File: src/rtl/fetch_sequencer.sv
`timescale 1ns/1ps
// fetch_sequencer
//   Instruction-fetch stage controller. Owns the program counter and the
//   IF/ID pipeline register and sequences them through start-up (IDLE),
//   normal fetch (RUN), hazard stalls (STALL) and branch redirects (FLUSH).
//   Redirect has priority over stall, which has priority over sequential fetch.
//
// Ports:
//   clk, rst         rising-edge clock, asynchronous active-high reset
//   start            level; leaves IDLE when sampled high there
//   stall_i          load-use stall; holds PC and IF/ID
//   redirect_i       taken branch/jump from EX
//   redirect_pc_i    redirect target (low two bits forced to zero)
//   imem_inst_i      instruction read combinationally at imem_addr_o
//   imem_addr_o      current PC
//   ifid_inst_o      IF/ID instruction
//   ifid_pc_o        IF/ID PC
//   ifid_pc4_o       IF/ID PC+4
//   ifid_valid_o     IF/ID holds a live instruction
//   flush_o          combinational squash request to ID/EX
//   state_o          IDLE=00, RUN=01, STALL=10, FLUSH=11
//
// Optional build macro FETCH_PERF_CNT_EN adds:
//   perf_fetch_o     count of valid IF/ID loads (mod 2^32)
//   perf_bubble_o    count of non-IDLE cycles with no valid IF/ID load
module fetch_sequencer #(
  parameter int unsigned          WIDTH    = 32,
  parameter logic [WIDTH-1:0]     RESET_PC = 32'h0000_0000
) (
  input  logic             clk,
  input  logic             rst,
  input  logic             start,
  input  logic             stall_i,
  input  logic             redirect_i,
  input  logic [WIDTH-1:0] redirect_pc_i,
  input  logic [WIDTH-1:0] imem_inst_i,
  output logic [WIDTH-1:0] imem_addr_o,
  output logic [WIDTH-1:0] ifid_inst_o,
  output logic [WIDTH-1:0] ifid_pc_o,
  output logic [WIDTH-1:0] ifid_pc4_o,
  output logic             ifid_valid_o,
  output logic             flush_o,
  output logic [1:0]       state_o
`ifdef FETCH_PERF_CNT_EN
  ,
  output logic [31:0]      perf_fetch_o,
  output logic [31:0]      perf_bubble_o
`endif
);

  typedef enum logic [1:0] {
    IDLE  = 2'b00,
    RUN   = 2'b01,
    STALL = 2'b10,
    FLUSH = 2'b11
  } state_t;

  state_t           state, state_n;
  logic [WIDTH-1:0] pc;
  logic [WIDTH-1:0] pc4;
  logic             fetch;
  logic             take_redirect;

  // Modulo-2^WIDTH increment; wrap is silent.
  assign pc4 = pc + WIDTH'(4);

  always_comb begin
    state_n       = state;
    fetch         = 1'b0;
    take_redirect = 1'b0;
    case (state)
      IDLE: begin
        if (start) state_n = RUN;
      end
      RUN, STALL: begin
        if (redirect_i) begin
          take_redirect = 1'b1;
          state_n       = FLUSH;
        end else if (stall_i) begin
          state_n = STALL;
        end else begin
          fetch   = 1'b1;
          state_n = RUN;
        end
      end
      FLUSH: begin
        // The stalling instruction was squashed, so stall_i is irrelevant here.
        if (redirect_i) begin
          take_redirect = 1'b1;
          state_n       = FLUSH;
        end else begin
          fetch   = 1'b1;
          state_n = RUN;
        end
      end
      default: state_n = IDLE;
    endcase
  end

  always_ff @(posedge clk or posedge rst) begin
    if (rst) begin
      state        <= IDLE;
      pc           <= RESET_PC;
      ifid_inst_o  <= WIDTH'(32'h0000_0013);
      ifid_pc_o    <= '0;
      ifid_pc4_o   <= '0;
      ifid_valid_o <= 1'b0;
    end else begin
      state <= state_n;
      if (take_redirect) begin
        pc           <= {redirect_pc_i[WIDTH-1:2], 2'b00};
        ifid_valid_o <= 1'b0;
      end else if (fetch) begin
        pc           <= pc4;
        ifid_inst_o  <= imem_inst_i;
        ifid_pc_o    <= pc;
        ifid_pc4_o   <= pc4;
        ifid_valid_o <= 1'b1;
      end
    end
  end

`ifdef FETCH_PERF_CNT_EN
  always_ff @(posedge clk or posedge rst) begin
    if (rst) begin
      perf_fetch_o  <= '0;
      perf_bubble_o <= '0;
    end else begin
      if (fetch) perf_fetch_o <= perf_fetch_o + 32'd1;
      if ((state != IDLE) && !fetch) perf_bubble_o <= perf_bubble_o + 32'd1;
    end
  end
`endif

  assign imem_addr_o = pc;
  assign flush_o     = take_redirect;
  assign state_o     = state;

endmodule

File: config.mk
export PLATFORM = sky130hd
export DESIGN_NAME = fetch_sequencer
export DESIGN_NICKNAME = d
export VERILOG_FILES = /design/src/rtl/fetch_sequencer.sv
export SDC_FILE = /design/constraint.sdc
export NUM_CORES = 1
export LEC_CHECK = 0
export BUFFER_PORTS_ARGS = -buffer_cell sky130_fd_sc_hd__buf_2
export CAP_MARGIN = 20
export CORE_MARGIN = 2
export CORE_UTILIZATION = 50
export DETAILED_ROUTE_END_ITERATION = 16
export GPL_ROUTABILITY_DRIVEN = 0
export HOLD_SLACK_MARGIN = 0.12
export PLACE_DENSITY = 0.78
export SLEW_MARGIN = 5
export SYNTH_ARGS = -nofsm -noshare
export SYNTH_HDL_FRONTEND = slang
export SYNTH_SLANG_ARGS = --single-unit
File: constraint.sdc
create_clock -name clk -period 4.74 [get_ports clk]
set_input_delay 0.948 -clock clk [delete_from_list [all_inputs] [get_ports clk]]
set_output_delay 0.948 -clock clk [all_outputs]
set_load 0.01 [all_outputs]
==> results of run 1 <==
==> state kept, by name (all words and copies together) (netlist names) <==
name / count
ifid_inst_o: 32
ifid_pc4_o: 30
ifid_pc_o: 30
imem_addr_o: 30
state_o: 2
ifid_valid_o: 1
==> metal layers <==
| metal | vias to the layer above | share of wire | global-route usage | routed length, um |
|---|---|---|---|---|
| met5 | - | 0 | 0 | 0 |
| met4 | 0 | 0.018 | 0.0931 | 271 |
| met3 | 21 | 0.077 | 0.0628 | 1150 |
| met2 | 200 | 0.49 | 0.409 | 7220 |
| met1 | 2381 | 0.42 | 0.319 | 6230 |
| li1 | 2371 | - | - | - |
==> tightest hold or removal path, cell delays in order (launching register included) <==
cell and delay, ns:
dfstp_2 0.36, nand2_1 0.04, nand2_1 0.05
==> per-stage QoR <==
step	hold WS (ns)	cell area (um^2)
final	0.458	7170
after global routing	0.475	7170
after CTS	0.464	7170
after detailed placement	0.456	6610
after global placement	0.445	6610
after floorplan	0.465	5600
==> report_power, final <==
| part | internal (uW) | leakage [uW] | switching (uW) | total [uW] |
|---|---|---|---|---|
| registers | 1570 | 0.00156 | 454 | 2020 |
| clock network | 750 | 0.000264 | 476 | 1230 |
| logic | 782 | 0.00191 | 1240 | 2020 |
| total | 3100 | 0.00374 | 2170 | 5270 |
==> cells in the final DEF, fill, tap and decap left out, drive strengths merged, types with 3 or more instances in the layout <==
master / count
nand2: 229
buf: 199
dfrtp: 122
o21ai: 59
nor2: 20
xor2: 19
clkbuf: 19
a22oi: 15
nand3: 15
nand4: 14
a21oi: 10
xnor2: 9
inv: 9
and3: 7
conb: 6
clkinv: 6
nor3: 5
ha: 4
clkinvlp: 4
nor4: 4
a221o: 3
dfstp: 3
o311ai: 3
==> synthesized netlist by cell type, drive strengths merged (2+ instances only) <==
master / number
nor2: 20
a22oi: 15
clkbuf: 15
o21a: 2
inv: 8
nand2b: 2
xor2: 19
nor3: 5
buf: 26
and3: 7
o311ai: 3
dfstp: 3
nand4: 14
xnor2: 9
a221o: 3
nand3: 15
dfrtp: 122
o21ai: 59
ha: 4
a21oi: 10
nor4: 4
nand2: 229
==> cells by family (layout without fill, tap and decap cells) <==
| family | after synthesis | after routing | synth area share |
|---|---|---|---|
| AOI/OAI and AO/OA | 98 | 98 | 0.104 |
| other | 1 | 7 | 0.000672 |
| buffers and inverters | 49 | 239 | 0.0424 |
| adders and majority gates | 4 | 4 | 0.00897 |
| xor gates and xnor gates | 28 | 28 | 0.0440 |
| DFF | 125 | 125 | 0.561 |
| and+or+nand+nor | 302 | 302 | 0.239 |
==> final timing paths <==
path	startpoint	endpoint	cells past startpoint
max	state_o[0]$_DFFE_PP0P_	flush_o	5
min reg2reg	ifid_inst_o[1]$_DFFE_PP1P_	ifid_inst_o[1]$_DFFE_PP1P_	2
max reg2reg	state_o[0]$_DFFE_PP0P_	imem_addr_o[8]$_DFFE_PP0P_	7
max in group asynchronous	rst	imem_addr_o[20]$_DFFE_PP0P_	3
min	ifid_inst_o[1]$_DFFE_PP1P_	ifid_inst_o[1]$_DFFE_PP1P_	2
min in group asynchronous	rst	ifid_inst_o[30]$_DFFE_PP0P_	2
==> final cells by class <==
cell class / instances / area, um^2
inverters: 8 / 32.5
well taps: 140 / 175
clock inverters: 13 / 144
flip-flops and latches: 125 / 3130
multi-input cells: 438 / 2240
diodes: 1 / 2.50
repair buffers: 199 / 1030
clock buffers: 19 / 422
fillers: 870 / 3670
==> key figures, run 1 <==
Synth
  – Seq/Total Area, Yosys: 0.561
  – Netlist cell types: 47
  – Largest area contributor in the netlist: dfrtp_1
  – Main area contributors after synthesis: dfrtp_1 55%, nand2_1 15%, o21ai_0 4.7%, xor2_1 3.0%, a22oi_1 2.0%
  – Synth async-reset ratio: 1.00
  – #FFs+latches synth: 125
  – YS warnings: 0
  – Synthesized area: approximately 5600 um^2
  – Top cell type's share of synthesized area: 0.547
  – Synthesized area per cell: roughly 9.2 um^2
  – Post-Synthesis Cells: 607
  – EDFF count, synth: 0
  – Synth Flop Type: dfrtp_1

Clocking
  – TritonCTS buffer count: 17
  – CTS tree: yes
  – Root Driver: clkbuf_8
  – Clock Tree Buf Depth: 2
  – Clock tree sinks: ~130
  – Htree depth: 4
  – Post CTS Setup Buffer Count: 0
  – Clk pin slew, worst setup/hold paths: ~0.06 ns
  – Latest clock arrival within the worst-skew pair: just over 0.5 ns
  – CTS resizes: 0
  – Hold_buf cts: 0

Timing
  – Tcrit/Tclk final: 0.629
  – RSZ-0062 raised after global routing: no
  – Slew margin rel.: 0.386
  – Final Hold Vio Count: 0
  – Final Slew Violations: 0
  – Final min period: ~3.0 ns
  – Worst Tran Pin Value: slightly above 0.9 ns
  – Final setup viols: 0
  – Setup tns final: 0 ns
  – Final setup margin: 1.76 ns
  – Fmax: about 340 MHz
  – Worst Clk Skew: between 0.01 and 0.015 ns

Outcome
  – Run status: finished clean

GRT
  – First-pass GRT wire length: between 20000 and 25000 um
  – Number of global-route vias before repair: around 4.7k
  – Overall Global Routing Usage: 0.249
  – Total grt overflow: 0
  – Pin count of the biggest net entering global routing: just under 70
  – Antenna violations before repair: 1

Worst hold path
  – Worst Hold Class: reg2reg

Worst setup path
  – CP peak stage delay: between 0.4 and 0.5 ns
  – Top Family by Delay on Critical Path: buffers and inverters
  – Setup crit start kind: flip-flop
  – Cell Chain, Critical Path: inv_1 -> ha_1 -> nand2b_1 -> inv_1 -> buf_2
  – FF-to-FF setup slack: about 2.1 ns
  – CP bufs+invs: 3
  – Worst EP required: approximately 3.8 ns
  – CP most frequent cell: inv_1
  – CP max stage cell: dfrtp_1
  – WP data arrival: roughly 2 ns
  – CP Class: reg2out
  – Worst-path maximum fanout: 8
  – CP Capture Type: output pin

Routing
  – # DRC: 0
  – Wirelength, routed: ~15000 um
  – Routed vias/inst: 5.27
  – Average wire per cell in the routed design: ~16 um
  – Drt pass-1 iters: 4
  – Post-DRT Antenna Nets: 0
  – Vias: about 5k
  – Initial DRC Count: approximately 280

Final layout
  – Layout cells sized above 1: 0.308
  – Layout area overhead: 28.6%
  – Net count, final: approximately 860
  – Final cell count without fillers: around 940
  – Post-Route Utilization: 0.662

Floorplanning
  – Die Y: around 110 um
  – Die area: about 12000 um^2
  – Core Box Area: 10800 um^2
  – Rows: 38
  – Number of I/O pins: about 200
  – Initial core utilization: 0.515
  – Die X: between 100 and 150 um

Power and ir drop
  – Static leakage: about 0.0037 uW
  – IR drop worst, VDD: approximately 0.37 mV
  – PwrDens: between 700 and 800 nW/um^2
  – Final total power: between 5000 and 6000 uW

Placed design
  – Worst slack at placement: 1.87 ns
  – Port buffer count: 192
  – Placed insts: 910
  – Final HPWL DP: ~10000 um

Run
  – Max cap viols: 0
Power figures use the tool's default switching activity.
==> run 2: changes to the inputs <==
==> constraint.sdc (replaced) <==
create_clock -name clk -period 2.9 [get_ports clk]
set_input_delay 0.58 -clock clk [delete_from_list [all_inputs] [get_ports clk]]
set_output_delay 0.58 -clock clk [all_outputs]
set_load 0.01 [all_outputs]
==> run 2 against run 1 <==
Net effect:
- hold slack lost 0.22 ns
- core utilization grew 0.83 points
- largest cell class unchanged
- wire length grew 1.4%
- clock skew grew 0.0023 ns
- design area grew 1.3%
- highest routed layer unchanged
- global-route usage grew 0.56 points
- power grew 67%
- count of clock-buffer cells in the layout grew 2
- sequential power grew 64%
==> key figures, run 2 (synthesis results as in run 1) <==
Timing
  – Final setup margin: 0.241 ns (was 1.76 ns)
  – Final Hold Vio Count: 0 (unchanged)
  – Worst Clk Skew: 0.0127 ns (was 0.0104 ns)
  – Fmax: approximately 380 MHz
  – Final min period: 2.66 ns
  – Worst Tran Pin Value: 0.666 ns (was 0.920 ns)
  – Tcrit/Tclk final: 0.917
  – Setup tns final: 0 ns (unchanged)
  – RSZ-0062 raised after global routing: no (unchanged)
  – Final setup viols: 0 (unchanged)
  – Final Slew Violations: 0 (unchanged)
  – Slew margin rel.: 0.556 (was 0.386)

Clocking
  – Clock tree sinks: 125 (unchanged)
  – Post CTS Setup Buffer Count: 0 (unchanged)
  – CTS resizes: 0 (unchanged)
  – CTS tree: yes (unchanged)
  – Clock Tree Buf Depth: 2 (unchanged)
  – Htree depth: 4 (unchanged)
  – Clk pin slew, worst setup/hold paths: 0.06 ns (about the same)
  – Hold_buf cts: 0 (unchanged)
  – Root Driver: clkbuf_8 (unchanged)
  – Latest clock arrival within the worst-skew pair: 0.52 ns (was 0.51 ns)
  – TritonCTS buffer count: 17 (unchanged)

Routing
  – Average wire per cell in the routed design: 15.9 um (was 15.8 um)
  – Drt pass-1 iters: 5 (was 4)
  – # DRC: 0 (unchanged)
  – Post-DRT Antenna Nets: 0 (unchanged)
  – Vias: 5011 (was 4973)
  – Routed vias/inst: 5.29 (was 5.27)
  – Initial DRC Count: 266 (was 277)
  – Wirelength, routed: 15100 um (was 14900 um)

Floorplanning
  – Rows: 38 (unchanged)
  – Die X: 110 um (unchanged)
  – Core Box Area: 10800 um^2 (unchanged)
  – Initial core utilization: 0.515 (unchanged)
  – Die Y: 110 um (unchanged)
  – Die area: 12000 um^2 (unchanged)
  – Number of I/O pins: 201 (unchanged)

Run
  – Max cap viols: 0 (unchanged)

Placed design
  – Port buffer count: 192 (unchanged)
  – Final HPWL DP: 10400 um (was 10300 um)
  – Placed insts: 914 (was 910)
  – Worst slack at placement: 0.596 ns (was 1.87 ns)

Final layout
  – Multi-input logic area: 2240 um^2 (unchanged)
  – Final cell count without fillers: 947 (was 943)
  – Most common cell after layout, fill and taps aside: nand2_1 (unchanged)
  – Register area: 3130 um^2 (unchanged)
  – Layout area overhead: 30.2% (was 28.6%)
  – Commonest non-fill, non-tap cells in the layout: 229 x nand2_1, 192 x buf_2, 122 x dfrtp_1 (unchanged)
  – Largest register by flop count: ifid_inst_o (unchanged)
  – Layout cells sized above 1: 0.313 (was 0.308)
  – Net count, final: 866 (was 862)
  – Number of flip-flops in the largest register: 32 (unchanged)
  – Fillers: 882 (was 870)

Power and ir drop
  – Sequential share of power: 0.376 (was 0.384)
  – Combinational share of power: 0.382 (was 0.384)
  – Final total power: 8810 uW (was 5270 uW)
  – Clk pwr share: 0.242 (was 0.233)
  – IR drop worst, VDD: 0.587 mV (was 0.366 mV)
  – Switching share of total power: 0.403 (was 0.412)
  – PwrDens: 1210 nW/um^2 (was 735 nW/um^2)
  – NetSw: 3550 uW (was 2170 uW)
  – Int Pwr: 5260 uW (was 3100 uW)
  – Static leakage: 0.00378 uW (was 0.00374 uW)

GRT
  – Global routing's busiest layer: met2 (unchanged)
  – Number of global-route vias before repair: 4798 (was 4712)
  – Total grt overflow: 0 (unchanged)
  – Overall Global Routing Usage: 0.254 (was 0.249)
  – Antenna violations before repair: 1 (unchanged)
  – First-pass GRT wire length: 23300 um (was 23000 um)
  – Met3 Usage GRT: 0.0699 (was 0.0628)
  – Met2 global-route usage: 0.430 (was 0.409)
  – Pin count of the biggest net entering global routing: 126 (was 69)
  – Met1 usage in global routing: 0.307 (was 0.319)

Worst setup path
  – CP Class: reg2out (unchanged)
  – Setup crit start kind: flip-flop (unchanged)
  – Reg2Reg Launch Point: state_o[1]$_DFFE_PP0P_ (was state_o[0]$_DFFE_PP0P_)
  – FF-to-FF setup slack: 0.54 ns (was 2.11 ns)
  – CP Capture Type: output pin (unchanged)
  – Worst EP required: 2.32 ns (was 3.79 ns)
  – Worst-path maximum fanout: 18 (was 8)
  – R2R depth: 8 (was 7)
  – Reg2reg end: ifid_inst_o[0]$_DFFE_PP1P_ (was imem_addr_o[8]$_DFFE_PP0P_)
  – WP data arrival: 2.08 ns (was 2.04 ns)

Outcome
  – Run status: finished clean (unchanged)

Worst hold path
  – Worst Hold Class: in2async (was reg2reg)
run 2: changes by cell type in the layout (fill, tap and decap cells not counted), sizes merged:
cell | before | now
clkinvlp | 4 | 5
bufinv | 2 | 3
buf | 199 | 203
inv | 9 | 7
clkbuf | 19 | 21
clkinv | 6 | 4
run 2: cell type report:
| type | instances | area share |
|---|---|---|
| inverters | 8 | 0.00465 |
| clock inverters | 11 | 0.0193 |
| diodes | 1 | 0.000344 |
| clock buffers | 21 | 0.0632 |
| multi-input cells | 438 | 0.308 |
| repair buffers | 203 | 0.149 |
| well taps | 140 | 0.0241 |
| flip-flops and latches | 125 | 0.431 |
run 2: per-layer routing:
metal  up-vias  wire [um]
met2       213       7310
li1       2366          -
met1      2404       6250
met4         0        344
met5         -          0
met3        28       1180
run 2: critical path, cell delays in order (launching register included):
cell and delay [ns]:
dfrtp_1 0.39, inv_1 0.09, ha_1 0.17, nand2b_1 0.29, inv_1 0.16, buf_4 0.28, buf_2 0.18
run 2: worst max-delay path by stage:
| stage | from | end |
|---|---|---|
| floorplan | rst | ifid_inst_o[10]$_DFFE_PP0P_ |
| CTS | state_o[0]$_DFFE_PP0P_ | flush_o |
| finish | state_o[1]$_DFFE_PP0P_ | flush_o |
| global route | state_o[1]$_DFFE_PP0P_ | flush_o |
| global placement | imem_addr_o[2]$_DFFE_PP0P_ | ifid_pc4_o[22]$_DFFE_PP0P_ |
| detailed placement | state_o[1]$_DFFE_PP0P_ | ifid_inst_o[0]$_DFFE_PP1P_ |
run 2: power by group through the flow:
stage	clock, uW	combinational [uW]	sequential [uW]
after floorplan	0	1720	3530
after global routing	2240	3770	3410
after CTS	2160	3400	3300
after detailed placement	0	3370	3310
after global placement	0	3250	3260
final	2130	3360	3310
run 2: stage by stage:
| stage | cell area (um^2) | hold WS [ns] | utilization |
|---|---|---|---|
| 3_3_place_gp | 6660 | 0.447 | 0.615 |
| 2_1_floorplan | 5600 | 0.465 | - |
| 6_report | 7260 | 0.237 | 0.670 |
| 3_5_place_dp | 6660 | 0.457 | 0.615 |
| 5_1_grt | 7260 | 0.242 | 0.670 |
| 4_1_cts | 7260 | 0.236 | 0.670 |
==> run 3: changes to the inputs <==
--- a/config.mk
+++ b/config.mk
@@ -8,11 +8,12 @@
 export BUFFER_PORTS_ARGS = -buffer_cell sky130_fd_sc_hd__buf_2
 export CAP_MARGIN = 20
 export CORE_MARGIN = 2
-export CORE_UTILIZATION = 50
+export CORE_UTILIZATION = 45
 export DETAILED_ROUTE_END_ITERATION = 16
 export GPL_ROUTABILITY_DRIVEN = 0
+export GPL_TIMING_DRIVEN = 0
 export HOLD_SLACK_MARGIN = 0.12
-export PLACE_DENSITY = 0.78
+export PLACE_DENSITY = 0.79
 export SLEW_MARGIN = 5
 export SYNTH_ARGS = -nofsm -noshare
 export SYNTH_HDL_FRONTEND = slang
==> run 3 against run 2 <==
Net effect:
- fmax decreased by 3.9%
- design area rose by 2.4%
- wire length increased by 9.7%
- combinational power rose by 5%
- flip-flop and latch count stayed put
- sequential share of layout area fell by 1.0 points
- first-iteration DRC count up 48%
- register-to-register slack worse by 0.21 ns
- power up 1.9%
- setup slack got worse by 0.11 ns
- critical endpoint unchanged
==> key figures, run 3 (synthesis results as in run 1) <==
Worst hold path
  – Worst Hold Class: in2async (unchanged)

Power and ir drop
  – Int Pwr: 5320 uW (was 5260 uW)
  – IR drop worst, VDD: 0.589 mV (was 0.587 mV)
  – Final total power: 8970 uW (was 8810 uW)
  – Clk pwr share: 0.242 (about the same)
  – NetSw: 3650 uW (was 3550 uW)
  – Switching share of total power: 0.407 (was 0.403)
  – PwrDens: 1210 nW/um^2 (about the same)
  – Sequential share of power: 0.363 (was 0.376)
  – Static leakage: 0.00388 uW (was 0.00378 uW)
  – Combinational share of power: 0.395 (was 0.382)

Final layout
  – Fillers: 1058 (was 882)
  – Largest register by flop count: ifid_inst_o (unchanged)
  – Layout area overhead: 33.4% (was 30.2%)
  – Commonest non-fill, non-tap cells in the layout: 229 x nand2_1, 210 x buf_2, 122 x dfrtp_1 (was 229 x nand2_1, 192 x buf_2, 122 x dfrtp_1)
  – Layout cells sized above 1: 0.320 (was 0.313)
  – Number of flip-flops in the largest register: 32 (unchanged)
  – Most common cell after layout, fill and taps aside: nand2_1 (unchanged)
  – Post-Layout Inst Area: 7440 um^2 (was 7260 um^2)
  – Net count, final: 898 (was 866)

Run
  – Max cap viols: 0 (unchanged)

GRT
  – Pin count of the biggest net entering global routing: 41 (was 126)
  – Total grt overflow: 0 (unchanged)
  – Antenna violations before repair: 1 (unchanged)
  – Number of global-route vias before repair: 4979 (was 4798)
  – First-pass GRT wire length: 25700 um (was 23300 um)
  – Overall Global Routing Usage: 0.255 (was 0.254)

Timing
  – Worst Tran Pin Value: 0.679 ns (was 0.666 ns)
  – Slew margin rel.: 0.547 (was 0.556)
  – Worst Clk Skew: 0.00661 ns (was 0.0127 ns)
  – Final Slew Violations: 0 (unchanged)
  – Final min period: 2.77 ns (was 2.66 ns)
  – Fmax: 361 MHz (was 376 MHz)
  – RSZ-0062 raised after global routing: no (unchanged)
  – Final Hold Vio Count: 0 (unchanged)
  – Final setup viols: 0 (unchanged)
  – Tcrit/Tclk final: 0.954 (was 0.917)

Clocking
  – TritonCTS buffer count: 17 (unchanged)
  – Clock tree sinks: 125 (unchanged)
  – Hold_buf cts: 0 (unchanged)
  – Root Driver: clkbuf_16 (was clkbuf_8)
  – Clk pin slew, worst setup/hold paths: 0.05 ns (was 0.06 ns)
  – CTS resizes: 0 (unchanged)
  – Latest clock arrival within the worst-skew pair: 0.42 ns (was 0.52 ns)
  – CTS tree: yes (unchanged)
  – Clock Tree Buf Depth: 2 (unchanged)
  – Post CTS Setup Buffer Count: 0 (unchanged)
  – Htree depth: 4 (unchanged)

Routing
  – Routed vias/inst: 5.12 (was 5.29)
  – Post-DRT Antenna Nets: 0 (unchanged)
  – Initial DRC Count: 394 (was 266)
  – # DRC: 0 (unchanged)
  – Vias: 5160 (was 5011)
  – Wirelength, routed: 16500 um (was 15100 um)
  – Drt pass-1 iters: 6 (was 5)
  – Average wire per cell in the routed design: 16.4 um (was 15.9 um)

Worst setup path
  – R2R depth: 7 (was 8)
  – Worst EP required: 2.32 ns (about the same)
  – Worst-path maximum fanout: 15 (was 18)
  – CP Class: reg2out (unchanged)
  – CP Capture Type: output pin (unchanged)
  – WP data arrival: 2.19 ns (was 2.08 ns)
  – Setup crit start kind: flip-flop (unchanged)
  – FF-to-FF setup slack: 0.33 ns (was 0.54 ns)

Floorplanning
  – Die Y: 115 um (was 110 um)
  – Initial core utilization: 0.463 (was 0.515)
  – Die X: 115 um (was 110 um)
  – Die area: 13300 um^2 (was 12000 um^2)
  – Core Box Area: 12100 um^2 (was 10800 um^2)
  – Number of I/O pins: 201 (unchanged)
  – Rows: 40 (was 38)

Placed design
  – Port buffer count: 192 (unchanged)
  – Final HPWL DP: 12000 um (was 10400 um)
  – Placed instance area: 6830 um^2 (was 6660 um^2)

Outcome
  – Run status: finished clean (unchanged)
==> run 3: area by class of cell <==
| class | instances | area (um^2) | area share |
|---|---|---|---|
| diodes | 1 | 2.50 | 0.000336 |
| plain buffers | 40 | 203 | 0.0272 |
| clock buffers | 21 | 470 | 0.0632 |
| clock inverters | 11 | 140 | 0.0188 |
| inverters | 8 | 33.8 | 0.00454 |
| multi-input cells | 438 | 2230 | 0.300 |
| flip-flops and latches | 125 | 3130 | 0.421 |
| well taps | 168 | 210 | 0.0282 |
| repair buffers | 195 | 1020 | 0.137 |
==> run 3: worst paths after layout <==
| check | endpoint | start |
|---|---|---|
| min in group clk | ifid_inst_o[20]$_DFFE_PP0P_ | imem_inst_i[20] |
| worst max-delay path | flush_o | state_o[0]$_DFFE_PP0P_ |
| worst max register to register | ifid_pc4_o[7]$_DFFE_PP0P_ | state_o[0]$_DFFE_PP0P_ |
| worst min-delay path | ifid_inst_o[3]$_DFFE_PP0P_ | rst |
| max in group asynchronous | ifid_pc_o[23]$_DFFE_PP0P_ | rst |
| worst min register to register | ifid_inst_o[4]$_DFFE_PP1P_ | ifid_inst_o[4]$_DFFE_PP1P_ |
==> run 3: through the flow <==
| step | instances | setup TNS (ns) | utilization | hold WS (ns) | setup WS (ns) |
|---|---|---|---|---|---|
| floorplan | 612 | 0 | - | 0.465 | 0.783 |
| global placement | 972 | -4.60 | 0.562 | 0.446 | -0.0438 |
| detailed placement | 975 | 0 | 0.566 | 0.451 | 0.330 |
| CTS | 1006 | 0 | 0.617 | 0.170 | 0.150 |
| global route | 1006 | 0 | 0.617 | 0.194 | 0.0388 |
| finish | 1007 | 0 | 0.617 | 0.171 | 0.133 |
==> run 3: power groups by stage <==
stage	clock (uW)	combinational, uW	sequential (uW)
floorplan	0	1720	3530
finish	2180	3540	3260
CTS	2200	3570	3240
global placement	0	3470	3240
detailed placement	0	3560	3260
global route	2290	3950	3350
==> run 3: worst max-delay path: stages, from the launching register on <==
cell      delay (ns)
dfrtp_1         0.39
inv_1           0.08
ha_1            0.19
nand2b_1        0.30
inv_1           0.55
buf_2           0.25
==> run 3: per-layer routing <==
layer | vias to the layer above | wire (um) | GRT usage
met1 | 2451 | 7210 | 0.335
met4 | 0 | 289 | 0.0988
met2 | 248 | 7610 | 0.402
li1 | 2436 | - | -
met5 | - | 0 | 0
met3 | 25 | 1440 | 0.0717
